===== src/rtl/count_sequencer.sv =====
// count_sequencer
//   Run/pause/clear controller for a prescaled two-digit BCD display counter.
//   Owns the clock prescaler and the BCD count, sequences both from three
//   edge-detected button inputs, and emits a one-cycle tick (and wrap) with
//   every count step.
//
// Ports
//   clk        in   system clock
//   reset      in   asynchronous, active-high reset
//   start_btn  in   start/resume request (level, debounced, synchronised)
//   stop_btn   in   pause request (level)
//   clear_btn  in   clear-to-idle request (level)
//   dir        in   0 = count up, 1 = count down (sampled on the step cycle)
//   digit0     out  BCD ones digit
//   digit1     out  BCD tens digit
//   state      out  00 = IDLE, 01 = RUN, 10 = PAUSE
//   running    out  high exactly when state == RUN
//   tick       out  one-cycle pulse registered with each digit update
//   wrap       out  one-cycle pulse on a terminal wrap, coincides with tick

module count_sequencer #(
    parameter int TICK_DIV = 50000000,
    parameter int PRE_W    = 26,
    parameter int MAX_VAL  = 99
) (
    input  logic       clk,
    input  logic       reset,
    input  logic       start_btn,
    input  logic       stop_btn,
    input  logic       clear_btn,
    input  logic       dir,
    output logic [3:0] digit0,
    output logic [3:0] digit1,
    output logic [1:0] state,
    output logic       running,
    output logic       tick,
    output logic       wrap
);

    typedef enum logic [1:0] {
        IDLE    = 2'b00,
        RUN     = 2'b01,
        PAUSE   = 2'b10,
        ILLEGAL = 2'b11
    } state_t;

    localparam logic [PRE_W-1:0] PRE_LAST = PRE_W'(TICK_DIV - 1);
    localparam logic [3:0]       MAX_D1   = 4'(MAX_VAL / 10);
    localparam logic [3:0]       MAX_D0   = 4'(MAX_VAL % 10);

    state_t           state_r;
    state_t           state_nx_s;
    logic [PRE_W-1:0] pre_r;
    logic [PRE_W-1:0] pre_nx_s;
    logic [3:0]       digit0_r;
    logic [3:0]       digit1_r;
    logic [3:0]       d0_nx_s;
    logic [3:0]       d1_nx_s;
    logic             tick_r;
    logic             wrap_r;
    logic             running_r;
    logic             step_s;
    logic             wrap_nx_s;
    logic [8:0]       step_val_s;
    logic             start_q;
    logic             stop_q;
    logic             clear_q;
    logic             start_ev_s;
    logic             stop_ev_s;
    logic             clear_ev_s;

    // Next BCD value for one count step; result is {wrap, tens, ones}.
    function automatic logic [8:0] bcd_step(input logic [3:0] d1,
                                            input logic [3:0] d0,
                                            input logic       down);
        logic [8:0] r;
        if (!down) begin
            if ((d1 == MAX_D1) && (d0 == MAX_D0)) begin
                r = {1'b1, 4'd0, 4'd0};
            end else if (d0 == 4'd9) begin
                r = {1'b0, d1 + 4'd1, 4'd0};
            end else begin
                r = {1'b0, d1, d0 + 4'd1};
            end
        end else begin
            if ((d1 == 4'd0) && (d0 == 4'd0)) begin
                r = {1'b1, MAX_D1, MAX_D0};
            end else if (d0 == 4'd0) begin
                r = {1'b0, d1 - 4'd1, 4'd9};
            end else begin
                r = {1'b0, d1, d0 - 4'd1};
            end
        end
        return r;
    endfunction

    // Rising-edge events: a held level produces only one event.
    assign start_ev_s = start_btn & ~start_q;
    assign stop_ev_s  = stop_btn  & ~stop_q;
    assign clear_ev_s = clear_btn & ~clear_q;

    assign step_val_s = bcd_step(digit1_r, digit0_r, dir);

    // Next-state, prescaler and count logic; clear beats stop beats start.
    always_comb begin
        state_nx_s = state_r;
        pre_nx_s   = pre_r;
        d0_nx_s    = digit0_r;
        d1_nx_s    = digit1_r;
        step_s     = 1'b0;
        wrap_nx_s  = 1'b0;
        case (state_r)
            IDLE: begin
                if (clear_ev_s) begin
                    pre_nx_s = '0;
                    d0_nx_s  = 4'd0;
                    d1_nx_s  = 4'd0;
                end else if (start_ev_s) begin
                    state_nx_s = RUN;
                    pre_nx_s   = '0;
                end else begin
                    state_nx_s = IDLE;
                end
            end
            RUN: begin
                if (clear_ev_s) begin
                    state_nx_s = IDLE;
                    pre_nx_s   = '0;
                    d0_nx_s    = 4'd0;
                    d1_nx_s    = 4'd0;
                end else begin
                    // The prescaler counts this edge even when stop arrives on it;
                    // it is frozen from the following edge onwards.
                    if (pre_r == PRE_LAST) begin
                        pre_nx_s  = '0;
                        step_s    = 1'b1;
                        wrap_nx_s = step_val_s[8];
                        d1_nx_s   = step_val_s[7:4];
                        d0_nx_s   = step_val_s[3:0];
                    end else begin
                        pre_nx_s = pre_r + PRE_W'(1);
                    end
                    if (stop_ev_s) begin
                        state_nx_s = PAUSE;
                    end else begin
                        state_nx_s = RUN;
                    end
                end
            end
            PAUSE: begin
                if (clear_ev_s) begin
                    state_nx_s = IDLE;
                    pre_nx_s   = '0;
                    d0_nx_s    = 4'd0;
                    d1_nx_s    = 4'd0;
                end else if (start_ev_s) begin
                    state_nx_s = RUN;
                end else begin
                    state_nx_s = PAUSE;
                end
            end
            default: begin
                state_nx_s = IDLE;
                pre_nx_s   = '0;
                d0_nx_s    = 4'd0;
                d1_nx_s    = 4'd0;
            end
        endcase
    end

    // State, prescaler, digits, pulses and button history registers.
    always_ff @(posedge clk or posedge reset) begin
        if (reset) begin
            state_r   <= IDLE;
            pre_r     <= '0;
            digit0_r  <= 4'd0;
            digit1_r  <= 4'd0;
            tick_r    <= 1'b0;
            wrap_r    <= 1'b0;
            running_r <= 1'b0;
            // History set high so a button held through reset needs a re-press.
            start_q   <= 1'b1;
            stop_q    <= 1'b1;
            clear_q   <= 1'b1;
        end else begin
            state_r   <= state_nx_s;
            pre_r     <= pre_nx_s;
            digit0_r  <= d0_nx_s;
            digit1_r  <= d1_nx_s;
            tick_r    <= step_s;
            wrap_r    <= wrap_nx_s;
            running_r <= (state_nx_s == RUN);
            start_q   <= start_btn;
            stop_q    <= stop_btn;
            clear_q   <= clear_btn;
        end
    end

    assign digit0  = digit0_r;
    assign digit1  = digit1_r;
    assign state   = state_r;
    assign running = running_r;
    assign tick    = tick_r;
    assign wrap    = wrap_r;

endmodule


===== config.mk =====
export PLATFORM = sky130hd
export DESIGN_NAME = count_sequencer
export DESIGN_NICKNAME = d
export VERILOG_FILES = /design/src/rtl/count_sequencer.sv
export SDC_FILE = /design/constraint.sdc
export NUM_CORES = 1
export LEC_CHECK = 0
export CAP_MARGIN = 10
export CELL_PAD_IN_SITES_DETAIL_PLACEMENT = 0
export CELL_PAD_IN_SITES_GLOBAL_PLACEMENT = 1
export CORE_MARGIN = 3
export CORE_UTILIZATION = 52
export DETAILED_ROUTE_END_ITERATION = 7
export DONT_BUFFER_PORTS = 1
export GPL_TIMING_DRIVEN = 0
export PLACE_DENSITY = 0.87
export SYNTH_ARGS = -nofsm -noshare
export SYNTH_HDL_FRONTEND = slang
export SYNTH_SLANG_ARGS = --single-unit

===== constraint.sdc =====
create_clock -name clk -period 4.3 [get_ports clk]
set_input_delay 0.43 -clock clk [delete_from_list [all_inputs] [get_ports clk]]
set_output_delay 0.43 -clock clk [all_outputs]
set_load 0.05 [all_outputs]

Word level (Yosys, flattened, before mapping)
Cells that the tools add are included.

storage, ports and cells
  register bits after elaboration = 42
  output and inout port bits = 13
  input bits = 6
  word-level logic and storage cells = 73

operators by class
  eq/ne operators = 12
  mux-type cells = 31
  add/sub/neg operators = 5
  reductions and logical operators = 9
  bitwise gates (word level) = 6

operator list
  kind                   number
  $mux 26                5
  $pmux 26 s3            1
  $mux 9                 3
  $add 26x1->26 const B  1
  $eq 26x26->1 const B   1
  $mux 4                 5
  $mux 8                 2
  $pmux 4 s2             2
  $mux 2                 5
  $ne 5x5->1 const B     2
  $add 4x1->4 const B    2
  $eq 4x4->1 const B     2
  $logic_not 4->1        2
  $sub 4x1->4 const B    2
  $mux 1                 7
  $ne 3x3->1 const B     2
  $pmux 2 s3             1
  $eq 2x1->1 const B     2
  $reduce_and 2->1       2
  $reduce_and 4->1       1
  $and 1x1->1            3
  $not 1->1              3
  $eq 2x2->1 const B     1
  $logic_and 1x1->1      2
  4 further kinds        4

Logic depth before layout (Yosys ltp)
Gate-level depths: netlist (run 1).

  word-level depth = 7
  mapped depth = 7
  gate-level depth less buffers = 7

Least setup slack after synthesis (run 1)
No wires, ideal clock.

  path kind = reg-to-reg
  start point = register digit0_r[0] (netlist: digit0[0])
  end point = register digit1_r[2] (netlist: digit1[2])
  clock period less this slack = 2.200 ns
  buffers on the path = 0
  arrival = 2.105 ns
  cell stages (with the launch flop) = 7
  data required time = 4.205 ns
  slack = 2.100 ns
  setup time = 0.095 ns
  cell sequence = dfrtp_1 ha_1 and3b_1 nor2b_1 a21oi_1 or3_4 o31ai_1

on the way
  longest elaborated chain between the ends = 7
  elaborated cells on any way between the ends = 13
  those cells by class = eq/ne: 3; mux: 6; reduce/logical: 4

ends and longest elaborated chain
  what                                                  line    text
  start, declared                                       55      logic [3:0] digit0_r;
  start signal, assigned                                188     digit0_r <= d0_nx_s;
  $eq 4x4->1 / $logic_not 4->1 (equally long branches)  --
  $logic_and 1x1->1 (on tied branches)                  78, 86
  $mux 9 (on tied branches)                             78, 86
  $mux 9                                                77      if (!down) begin
  $mux 4                                                134     if (pre_r == PRE_LAST) begin
  $mux 4                                                126     if (clear_ev_s) begin
  $pmux 4 s2                                            112     case (state_r)
  end signal, assigned                                  189     digit1_r <= d1_nx_s;
  end, declared                                         56      logic [3:0] digit1_r;

Several ways; a longest one is shown, not always the timed one. The select of a mux whose other input is x is not followed.
A chain may end at the register's enable or synchronous reset.

Worst setup path after layout (run 1)
  start point = register state_r[0] (netlist: state[0])
  end point = register pre_r[14]

on the way
  longest elaborated chain between the ends = 3
  elaborated cells on any way between the ends = 7
  those cells by class = eq/ne: 4; mux: 1; reduce/logical: 2

ends and longest elaborated chain
  what                                                              line  text
  start, declared                                                   51    state_t state_r;
  start signal, assigned                                            186   state_r <= state_nx_s;
  $eq 2x2->1 / $logic_not 2->1 (equally long branches)              112
  $ne 2x2->1 (no source line) / $ne 3x3->1 (equally long branches)  --
  $reduce_and 2->1 (no source line)                                 --
  end signal, assigned                                              187   pre_r <= pre_nx_s;
  end, declared                                                     53    logic [PRE_W-1:0] pre_r;

Several ways; a longest one is shown, not always the timed one.

==> results of run 1 <==
==> sequential cells by signal, indices dropped and copies added, names as in the netlist <==
register,count
digit0,4
pre_r,26
tick,1
digit1,4
running,1
wrap,1
stop_q,1
start_q,1
clear_q,1
state,2
==> worst max path at each step <==
| stage | start | to | cells past startpoint |
|---|---|---|---|
| 4_1_cts | state[0] | pre_r[14] | 7 |
| 2_1_floorplan | digit0[0] | digit1[2] | 6 |
| 6_report | state[0] | pre_r[14] | 7 |
| 3_3_place_gp | state[0] | pre_r[22] | 7 |
| 3_5_place_dp | state[0] | pre_r[14] | 7 |
| 5_1_grt | state[0] | pre_r[14] | 7 |
==> logic make-up after synthesis <==
kind of cell    Yosys count  synth area share (%)
compound gates           56                  14.5
xor+xnor                 15                  5.31
fa+ha+maj                 7                  3.54
buf+inv                  17                  2.78
flops                    42                  42.6
mux                       6                  2.43
simple gates            134                  28.8
==> synth_stat cells (all sizes together), types with 2 or more instances <==
master / instances
and2: 2
nor3b: 3
o311ai: 2
and4: 2
o21bai: 2
dfstp: 3
buf: 4
ha: 7
xnor2: 7
nor4: 4
mux2i: 6
and3: 8
a21oi: 12
o21ai: 18
or4: 2
nor2: 38
o31a: 2
dfrtp: 39
or3: 2
o31ai: 4
nor3: 14
clkbuf: 7
nor2b: 4
nand2: 15
nand3b: 2
a31oi: 2
nand2b: 4
xor2: 8
inv: 6
nand3: 20
nand4: 10
==> power breakdown <==
group / switching [uW] / leakage (uW) / total, uW / internal (uW)
clock network: 127 / 0.0000482 / 256 / 129
logic: 95.9 / 0.000446 / 145 / 48.8
registers: 66.4 / 0.000571 / 478 / 412
==> final cells by class <==
cell class / count / area [um^2] / area share (%)
buffer: 11 / 46.3 / 1.76
clock buffer: 7 / 86.3 / 3.28
clock inverter: 1 / 5.00 / 0.190
inverter: 6 / 22.5 / 0.856
multi-input combinational: 218 / 1350 / 51.4
sequential: 42 / 1050 / 40.1
tap: 52 / 65.1 / 2.47
==> layout by cell type (no fill, tap or decap), drive strengths merged, types with 6 or more instances in the layout <==
cell / n
xor2: 8
a21oi: 12
o21ai: 18
inv: 6
clkbuf: 14
dfrtp: 39
nor3: 14
nor2: 38
and3: 8
nand2: 15
nand3: 20
nand4: 10
xnor2: 7
ha: 7
mux2i: 6
==> metrics by stage <==
stage	power (uW)	instances	area, um^2	setup WS [ns]
floorplan	588	277	2470	2.10
global placement	629	329	2540	1.70
detailed placement	630	329	2540	1.68
CTS	884	337	2630	1.66
global route	926	337	2630	1.50
finish	879	337	2630	1.64
==> metal layers <==
| metal | global-route usage, % | vias up | wire length, um | part of all wire, % |
|---|---|---|---|---|
| met5 | 0 | - | 0 | 0 |
| met4 | 4.35 | 0 | 33 | 0.60 |
| met3 | 4.14 | 5 | 244 | 4.4 |
| met2 | 28.6 | 43 | 2330 | 42 |
| met1 | 36.0 | 956 | 2910 | 53 |
| li1 | - | 1031 | - | - |
==> results.cfg, run 1 <==
[clock_network]
clock-sinks = 42
cts_setup_buffers = 0
clock_latency_ns = 0.29
ctsResizeCount = 0
cts_buffer_depth = 2
hold_buffers = 0
h-tree-depth = 2
path_clk_slew_ns = 0.08
clockRootBuffer = clkbuf_8
numCtsBuffers = 5
cts_tree = built

[floorplan]
core_um2 = 4470
initial_core_util_pct = 55.3
rows = 24
die_y_um = 75.0
dieArea_um2 = 5620
die_w_um = 75.0
ioPinCount = 19

[critical_path]
path_buf_inv = 2
worstSetupPathType = flip-flop to flip-flop
cp-end-kind = flip-flop
cp_max_fo = 10
startpoint_type = flip-flop
crit_family = simple AND/OR/NAND/NOR gates
cp_cell_sequence = buf_2, nor2b_1, nand2_1, a21oi_1, nor2_1, buf_2, nor2_1
cp_slowest_cell = dfrtp_1
r2r_start = state[0]
crit_path_max_incr_delay_ns = 0.63
critPathArrivalTime_ns = 2.88
rrSetupSlack_ns = 1.64
reg2reg_depth = 7
timing.rr.end = pre_r[14]
worst-endpoint-required_ns = 4.52

[route]
final_antenna_net_count = 0
finalWirelength_um = 5520
vias = 2035
firstDrtPassIters = 4
drt_drc_violations_left = 0
post_drt_wl_per_cell_um = 16.4
via_per_inst = 6.04
first_iter_violations = 198

[synthesis]
synth.ff_latch_count = 42
yosys.area.top_type = dfrtp_1
synth.area.top_cells = dfrtp_1, nor2_1, nand3_1
ys.flop_type = dfrtp_1
synth-edff-count = 0
synth_top_area_share_pct = 39.4
ys_seq_area_share_pct = 42.6
synth_cell_type_count = 53
yosys_warnings = 0
avgSynthCellArea_um2 = 8.93
async_flop_share_pct = 100
synth_cells = 277
syn_nets = 290
synth_area_um2 = 2470

[place]
hpwl_um = 3880
portBuffers = 0
gp_congestion = 0.817

[timing]
fmax_mhz = 376
drv_slew = 0
fin_worst_skew_ns = 0.00385
period_minus_slack_ns = 2.66
setup_viol = 0
finalSetupTns_ns = 0
tightest_slew_ns = 0.868
finalCritPeriodShare_pct = 61.9
hold_ws_ns = 0.133
finalHoldViolCount = 0
max-slew-margin-rel_pct = 42.1
rsz0062_at_grt = false

[cells_and_area]
final.fill_count = 399
fin_nets = 297
antennaDiodeCount = 0
postLayoutCoreUtil_pct = 58.8
layout-drive-gt1-share_pct = 6.67
area_growth_pct = 6.32

[global_route]
grt.total_usage_pct = 21.6
grt_pass1_vias = 1891
grt_remaining_overflow = 0
antenna_found_initial = 0
grt_first_pass_wirelength_um = 9370
grt_start_max_net_pins = 43

[power]
cellLeakagePower_uw = 0.00107
powerDensity_nw_per_um2 = 334
peakVddDrop_mv = 0.223

[hold_path]
min_path_type = input port to flip-flop
min_to = clear_q
holdPathStages = 0
hp-start = clear_btn

[run_status]
status = finished clean

[job]
cap_violations = 0
Power figures use the tool's default switching activity.
==> run 2: changes to the inputs <==
- CORE_UTILIZATION: 52 -> 48
- PLACE_DENSITY: 0.87 -> 0.81
- clock period: 4.3 -> 2.5 ns (I/O delays scaled with it)
==> results.cfg, run 2 (synthesis results as in run 1) <==
[clock_network]
numCtsBuffers = 5
clock-sinks = 42
path_clk_slew_ns = 0.09
cts_tree = built
cts_buffer_depth = 2
clock_latency_ns = 0.29
h-tree-depth = 2
clockRootBuffer = clkbuf_8
cts_setup_buffers = 0

[route]
drt_drc_violations_left = 0
via_per_inst = 5.92
vias = 2114
final_antenna_net_count = 0
post_drt_wl_per_cell_um = 16.1
first_iter_violations = 171
firstDrtPassIters = 4
finalWirelength_um = 5740

[timing]
hold_ws_ns = 0.186
period_minus_slack_ns = 2.26
drv_slew = 0
rsz0062_at_grt = false
fin_worst_skew_ns = 0.00890
max-slew-margin-rel_pct = 40.9
finalHoldViolCount = 0
fmax_mhz = 442
tightest_slew_ns = 0.879
setup_viol = 0
finalCritPeriodShare_pct = 90.5

[cells_and_area]
postLayoutCoreUtil_pct = 57.4
area_growth_pct = 12.5
top_register = pre_r
largest_reg_flops = 26
layout-drive-gt1-share_pct = 10.0
final.fill_count = 438
layout_commonest_cell = nor2_1
layout_common_cells = nor2_1, dfrtp_1, nand3_1, o21ai_0
multi_input_area_um2 = 1370
final_area_um2 = 2780
fin_nets = 302
seqCellArea_um2 = 1060
antennaDiodeCount = 0

[place]
gp_congestion = 0.880
portBuffers = 0
hpwl_um = 3890
dpl_cell_area_um2 = 2580

[floorplan]
core_um2 = 4850
die_w_um = 77.8
initial_core_util_pct = 51.0
ioPinCount = 19
dieArea_um2 = 6050
rows = 25
die_y_um = 77.8

[critical_path]
startpoint_type = flip-flop
rrSetupSlack_ns = 0.24
cp_slowest_cell = dfrtp_1
cp_max_fo = 10
cp_cell_sequence = nor3b_1, nor3_1, clkbuf_1, o21ai_0, o31ai_1
cp-end-kind = flip-flop
crit_path_max_incr_delay_ns = 0.75
worst-endpoint-required_ns = 2.71
critPathArrivalTime_ns = 2.47
worstSetupPathType = flip-flop to flip-flop

[global_route]
grt.total_usage_pct = 20.5
grt_start_max_net_pins = 43
grt_remaining_overflow = 0
grt_pass1_vias = 2046
antenna_found_initial = 0
grt_first_pass_wirelength_um = 10100

[power]
cellLeakagePower_uw = 0.00111
powerDensity_nw_per_um2 = 634
peakVddDrop_mv = 0.410

[run_status]
status = finished clean

[job]
cap_violations = 0

[hold_path]
min_path_type = input port to flip-flop
run 2: changes by cell type in the layout (fill, tap and decap cells not counted), sizes merged:
cell,delta
clkinv,-1
dlygate4sd3,+4
bufinv,+2
buf,+1
clkbuf,-1
run 2: power breakdown:
part / internal, uW / switching, uW
Sequential: 710 / 116
Combinational: 96.7 / 171
Clock: 426 / 245
Total: 1230 / 531
run 2: area by class of cell:
type | count | share of cell area (%)
repair buffers | 5 | 2.16
inverters | 6 | 0.809
well taps | 67 | 3.01
clock inverters | 2 | 2.16
clock buffers | 6 | 2.97
flip-flops and latches | 42 | 38.1
multi-input cells | 218 | 49.2
plain buffers | 11 | 1.66
run 2: final timing paths:
kind | startpoint | to | cells after the start
setup reg to reg | state[1] | pre_r[4] | 5
max in group asynchronous | reset | clear_q | 3
min in group asynchronous | reset | pre_r[18] | 3
setup / recovery | state[1] | pre_r[4] | 5
hold / removal | start_btn | state[1] | 3
hold reg to reg | pre_r[5] | pre_r[5] | 1
run 2: through the flow:
step | cells | setup TNS (ns) | total power (uW) | setup WS [ns]
after floorplan | 277 | 0 | 1010 | 0.300
after global placement | 344 | -2.09 | 1080 | -0.154
after detailed placement | 345 | -2.32 | 1090 | -0.175
after CTS | 357 | 0 | 1770 | 0.00131
after global routing | 357 | 0 | 1850 | 0.0579
final | 357 | 0 | 1760 | 0.237
run 2: critical path, delay by kind of cell (launching register included):
kind / cells / cell delay, ns
AOI/OAI and AO/OA: 2 / 0.25
DFF: 1 / 0.75
and+or+nand+nor: 2 / 0.75
buffers and inverters: 1 / 0.43
run 2: what timing repair did:
item | CTS | global route
gates resized for setup | 2 | 7
gates cloned | 0 | 0
hold endpoints to repair | 42 | 0
hold buffers | 4 | 0
setup endpoints to repair | 25 | 24
run 2: layer usage:
| metal | share of wire, % | global-route usage, % | vias up |
|---|---|---|---|
| li1 | - | - | 1040 |
| met1 | 51 | 29.9 | 1013 |
| met2 | 44 | 31.3 | 59 |
| met3 | 4.8 | 4.18 | 2 |
| met4 | 0.44 | 4.27 | 0 |
| met5 | 0 | 0 | - |
